## src/rtl/spi_slave_engine.sv

```systemverilog
// spi_slave_engine
//   Bit-level SPI slave front end running entirely in the clk domain.
//   The SCLK/CS_n/MOSI pins are synchronised and edge-detected. MOSI words
//   are deserialised into the RX FIFO write port, and words popped from the
//   TX FIFO (registered read port) are serialised MSB first onto MISO.
//
// Parameters
//   WIDTH : word length in bits (>= 2), equal to the FIFO width
//   CPOL  : SCLK idle level
//   CPHA  : 0 = sample on leading edge, 1 = sample on trailing edge
//
// Ports
//   clk, rst            : system clock, synchronous active-high reset
//   sclk, cs_n, mosi    : asynchronous SPI pins
//   miso, miso_oe       : SPI data out and its tristate enable
//   rxData, rxWrite     : received word and write pulse to the RX FIFO
//   rxFull              : RX FIFO full
//   txData, txRead      : TX FIFO read data and read pulse
//   txEmpty             : TX FIFO empty
//   clrFlags            : clears the sticky overrun/underrun flags
//   overrun, underrun   : sticky error flags
//   busy                : engine is not idle
module spi_slave_engine #(
   parameter int unsigned WIDTH = 8,
   parameter bit          CPOL  = 1'b0,
   parameter bit          CPHA  = 1'b0
) (
   input  logic             clk,
   input  logic             rst,
   input  logic             sclk,
   input  logic             cs_n,
   input  logic             mosi,
   output logic             miso,
   output logic             miso_oe,
   output logic [WIDTH-1:0] rxData,
   output logic             rxWrite,
   input  logic             rxFull,
   input  logic [WIDTH-1:0] txData,
   output logic             txRead,
   input  logic             txEmpty,
   input  logic             clrFlags,
   output logic             overrun,
   output logic             underrun,
   output logic             busy
);

   localparam int unsigned CW = $clog2(WIDTH + 1);

   typedef enum logic [1:0] {
      IDLE,
      FETCH,
      ACTIVE
   } state_t;

   state_t           state;

   logic             sclk_s1, sclk_s2, sclk_h;
   logic             cs_s1, cs_s2, cs_h;
   logic             mosi_s1, mosi_s2;

   logic [WIDTH-1:0] txShift;
   logic [WIDTH-1:0] txNext;
   logic [WIDTH-2:0] rxShift;
   logic [CW-1:0]    bitCnt;
   logic             txPending;
   logic             fetch_cnt;
   // High in the cycle the TX FIFO read data belongs to a fetch.
   logic             cap;

   logic             sclk_rise, sclk_fall, cs_fall, cs_rise;
   logic             sample_edge, shift_edge, word_done;
   logic [WIDTH-1:0] rx_word;
   logic [WIDTH-1:0] fetch_word;

   // Pin synchronisers plus history flops for edge detection.
   always_ff @(posedge clk) begin
      if (rst) begin
         sclk_s1 <= CPOL;
         sclk_s2 <= CPOL;
         sclk_h  <= CPOL;
         cs_s1   <= 1'b1;
         cs_s2   <= 1'b1;
         cs_h    <= 1'b1;
         mosi_s1 <= 1'b0;
         mosi_s2 <= 1'b0;
      end else begin
         sclk_s1 <= sclk;
         sclk_s2 <= sclk_s1;
         sclk_h  <= sclk_s2;
         cs_s1   <= cs_n;
         cs_s2   <= cs_s1;
         cs_h    <= cs_s2;
         mosi_s1 <= mosi;
         mosi_s2 <= mosi_s1;
      end
   end

   assign sclk_rise   = sclk_s2 & ~sclk_h;
   assign sclk_fall   = ~sclk_s2 & sclk_h;
   assign cs_fall     = ~cs_s2 & cs_h;
   assign cs_rise     = cs_s2 & ~cs_h;
   assign sample_edge = (CPOL == CPHA) ? sclk_rise : sclk_fall;
   assign shift_edge  = (CPOL == CPHA) ? sclk_fall : sclk_rise;
   assign rx_word     = {rxShift, mosi_s2};
   assign word_done   = (bitCnt == CW'(WIDTH - 1));
   // Result of the fetch started on CS fall, as seen on FETCH exit.
   assign fetch_word  = cap ? txData : txNext;
   assign miso        = txShift[WIDTH-1];

   always_ff @(posedge clk) begin
      if (rst) begin
         state     <= IDLE;
         miso_oe   <= 1'b0;
         busy      <= 1'b0;
         rxWrite   <= 1'b0;
         txRead    <= 1'b0;
         overrun   <= 1'b0;
         underrun  <= 1'b0;
         rxData    <= '0;
         rxShift   <= '0;
         txShift   <= '0;
         txNext    <= '0;
         bitCnt    <= '0;
         txPending <= 1'b0;
         fetch_cnt <= 1'b0;
         cap       <= 1'b0;
      end else begin
         rxWrite <= 1'b0;
         txRead  <= 1'b0;
         // A CS rise right after the read pulse drops the returned word.
         cap     <= txRead & ~cs_rise;
         if (cap) begin
            txNext <= txData;
         end

         // Clear first so a same-cycle set below takes precedence.
         if (clrFlags) begin
            overrun  <= 1'b0;
            underrun <= 1'b0;
         end

         if (cs_rise) begin
            state     <= IDLE;
            busy      <= 1'b0;
            miso_oe   <= 1'b0;
            bitCnt    <= '0;
            rxShift   <= '0;
            txPending <= 1'b0;
            fetch_cnt <= 1'b0;
         end else begin
            case (state)
               IDLE: begin
                  if (cs_fall) begin
                     state     <= FETCH;
                     busy      <= 1'b1;
                     miso_oe   <= 1'b1;
                     fetch_cnt <= 1'b0;
                     if (!txEmpty) begin
                        txRead <= 1'b1;
                     end else begin
                        txNext   <= '0;
                        underrun <= 1'b1;
                     end
                  end
               end

               FETCH: begin
                  fetch_cnt <= 1'b1;
                  if (fetch_cnt) begin
                     state <= ACTIVE;
                     if (CPHA == 1'b0) begin
                        txShift   <= fetch_word;
                        txPending <= 1'b0;
                     end else begin
                        txPending <= 1'b1;
                     end
                  end
               end

               ACTIVE: begin
                  if (shift_edge) begin
                     if (txPending) begin
                        txShift   <= txNext;
                        txPending <= 1'b0;
                     end else begin
                        txShift <= {txShift[WIDTH-2:0], 1'b0};
                     end
                  end else if (sample_edge) begin
                     rxShift <= rx_word[WIDTH-2:0];
                     if (word_done) begin
                        bitCnt    <= '0;
                        txPending <= 1'b1;
                        if (!rxFull) begin
                           rxWrite <= 1'b1;
                           rxData  <= rx_word;
                        end else begin
                           overrun <= 1'b1;
                        end
                        // Eager fetch of the next TX word.
                        if (!txEmpty) begin
                           txRead <= 1'b1;
                        end else begin
                           txNext   <= '0;
                           underrun <= 1'b1;
                        end
                     end else begin
                        bitCnt <= bitCnt + 1'b1;
                     end
                  end
               end

               default: begin
                  state <= IDLE;
               end
            endcase
         end
      end
   end

endmodule
```

## config.mk

```make
export PLATFORM = sky130hd
export DESIGN_NAME = spi_slave_engine
export DESIGN_NICKNAME = d
export VERILOG_FILES = /design/src/rtl/spi_slave_engine.sv
export SDC_FILE = /design/constraint.sdc
export NUM_CORES = 1
export LEC_CHECK = 0
export CAP_MARGIN = 10
export CORE_MARGIN = 5
export CORE_UTILIZATION = 50
export CTS_CLUSTER_SIZE = 28
export DETAILED_ROUTE_END_ITERATION = 8
export PLACE_DENSITY = 0.74
export SLEW_MARGIN = 20
export SYNTH_ARGS = -nofsm -noshare
export SYNTH_HDL_FRONTEND = slang
export SYNTH_SLANG_ARGS = --single-unit
```

## constraint.sdc

```tcl
create_clock -name clk -period 2.1 [get_ports clk]
set_input_delay 0.525 -clock clk [delete_from_list [all_inputs] [get_ports clk]]
set_output_delay 0.525 -clock clk [all_outputs]
set_load 0.02 [all_outputs]
```

==> key figures <==
Drt
  • DR DRC count: 0
  • DRT Pass-1 Iters: 4
  • DR vias: roughly 1,800
  • Vias/cell: 5.43
  • DR WL/cell: between 10 and 15 um
  • Initial DRC Count: 110
  • Final wirelength: between 4 and 5 mm
  • DRT antenna net count: 0

Clocking
  • Worst skew pair latency: roughly 300 ps
  • Total setup buffers inserted after CTS: 0
  • H-tree levels: 2
  • CTS tree: built
  • Clock transition at path regs: ~90 ps
  • Num CTS Buffers: 5
  • # hold bufs at CTS: 0
  • # clock sinks: between 50 and 60
  • Clock buffer depth: 2
  • Resized Gates After CTS: 0
  • CTS root buffer: clkbuf_8

Placed design
  • I/O Buffers: 30
  • RePlAce Congestion: 0.745
  • Post-DP HPWL: a little over 3 mm
  • Placed Cells: between 300 and 400

Synth
  • Post-synth top area share: 47.7%
  • Top FF cell, synth: dfxtp_1
  • Syn avg cell area: between 9 and 10 sq um
  • Synth area leader: dfxtp_1
  • Synth unique cells: 36
  • Seq cells post-synth: 53
  • Number of synthesized flops with an enable pin: 0
  • Syn nets: roughly 260
  • Syn. warnings: 0
  • Gate Count Post-Synth: between 200 and 250
  • Mapped Area: about 0.0022 sq mm
  • Synth area leaders: dfxtp_1 (48%), mux2i_1 (7.2%), nand2b_1 (5.3%)
  • Synth async-reset ratio: 0%
  • Register area share after synthesis: a little under half

Timing
  • Rel. slew slack: 73.7%
  • Highest clock rate: about 540 MHz
  • Max Slew Vio Count: 0
  • Final worst path period need: ~1900 ps
  • Final setup skew: between 5 and 6 ps
  • Period utilization: between 80 and 90%
  • Final setup violation count: 0
  • Hold Violations, Final: 0
  • Min Hold Slack: approximately 420 ps
  • Final setup TNS: 0 ps
  • RSZ-0062 raised after global routing: false
  • Worst Max-Slew Pin Slew: a little under 400 ps

Global route
  • Global-route wire length before repair: ~7.5 mm
  • Overflow after GRT: 0
  • Vias in the first global route: around 1,600
  • Largest net degree at the start of global routing: 28
  • Total GRT Usage: approximately 16%
  • Initial antenna violation count: 0

Worst hold path
  • Hold crit path type: flip-flop to flip-flop

Power and ir drop
  • Static Leak: 0.892 nW
  • Power Dens Cells: between 600 and 700 mW/mm^2
  • Worst IR Drop VDD: 426 uV

Cells and area
  • Share of layout cells above drive strength 1: 9.49%
  • Non-Filler Instances: ~330
  • Register area: 0.00106 sq mm
  • Net count, final: 293
  • Antenna diodes: 0
  • Most frequent cells in the layout: dfxtp_1 (53), clkdlybuf4s50_1 (30), nand2_1 (28), nand2b_1 (19)
  • Multi-input gate area: 0.00106 sq mm
  • Most common cell after layout, fill and taps aside: dfxtp_1
  • Area growth syn-to-layout: 20.8%
  • Fillcell total: between 300 and 400

Worst setup path
  • Worst setup EP type: flip-flop
  • WP data required: approximately 2300 ps
  • Max FO, Critical Path: 14
  • Slowest-stage cell, CP: or3_4
  • Slowest stage delay, CP: around 430 ps
  • CP Cell Sequence: ha_1, nand3b_4, or3_4, nor3_4, buf_4, mux2i_1
  • Critical path arrival: approximately 2100 ps
  • CP Launch Type: flip-flop
  • CP Class: flip-flop to flip-flop
  • FF-to-FF setup slack: approximately 250 ps

Status
  • Status: finished clean

Floorplan
  • Starting density of the core: 51.4%
  • Die extent in x: around 77 um
  • Row cnt: 24
  • Die height: between 70 and 80 um
  • Placeable Area: 0.00432 sq mm
  • Die footprint: 0.00588 sq mm
  • Io pins: 31

Job
  • Max Cap Viol: 0
metrics by stage:
stage	setup slack (ps)	utilization, %	total power [mW]	cell area [sq um]
floorplan	430	-	1.10	2220
detailed placement	269	60.1	1.16	2600
global placement	269	60.1	1.16	2600
CTS	227	62.1	1.72	2690
finish	247	62.1	1.70	2690
global route	139	62.1	1.77	2690
where the power goes:
part / switching (mW) / internal [mW]
sequential: 0.00738 / 1.02
combinational: 0.0530 / 0.0599
clock: 0.304 / 0.262
total: 0.364 / 1.34
cells in the mapped netlist, drive strengths merged (2+ instances only):
library cell / instances
nand3b: 5
a211oi: 2
nor3b: 9
and3b: 2
mux2i: 16
dfxtp: 53
nor2b: 5
ha: 3
nor3: 15
a31oi: 8
inv: 6
a311oi: 7
nand2: 28
buf: 7
or2: 3
nor2: 16
and2: 2
clkbuf: 10
a21oi: 16
nand2b: 19
kinds of logic after synthesis:
family	Yosys count	share of synthesized area (%)
flops	53	47.7
compound gates	37	10.9
fa+ha+maj	3	1.69
xor+xnor	1	0.394
mux	17	7.71
simple gates	108	27.0
buf+inv	23	4.56
area by class of cell:
cell class / instances / area share (%)
Clock buffer: 7 / 3.22
Inverter: 6 / 0.839
Multi-Input combinational cell: 166 / 39.5
Sequential cell: 53 / 39.5
Tap cell: 52 / 2.42
Timing Repair Buffer: 42 / 14.5
metal layers:
layer	share of wire [%]	vias up	track usage, %
met5	0	-	0
met4	1.2	0	5.24
met3	6.3	7	5.04
met2	47	47	24.7
met1	45	818	19.7
li1	-	897	-
critical path, delay by kind of cell (launching register included):
family	cells	cell delay [ps]
buf+inv	1	210
fa+ha+maj	1	270
flops	1	360
simple gates	3	730
mux	1	220
flip-flops by register name (all words and copies together), names as in the netlist, 2 cells and up:
register,cells
rxData,8
txNext,8
state,2
bitCnt,4
txShift,8
rxShift,7
path summary, 6_finish.rpt:
| kind | start | to | cells after the start |
|---|---|---|---|
| worst max-delay path | sclk_s2$_SDFF_PP0_ | rxData[5]$_SDFFE_PP0P_ | 6 |
| worst min register to register | cs_s1$_SDFF_PP1_ | cs_s2$_SDFF_PP1_ | 1 |
| worst min-delay path | cs_s1$_SDFF_PP1_ | cs_s2$_SDFF_PP1_ | 1 |
| worst max register to register | sclk_s2$_SDFF_PP0_ | rxData[5]$_SDFFE_PP0P_ | 6 |
Power figures use the tool's default switching activity.
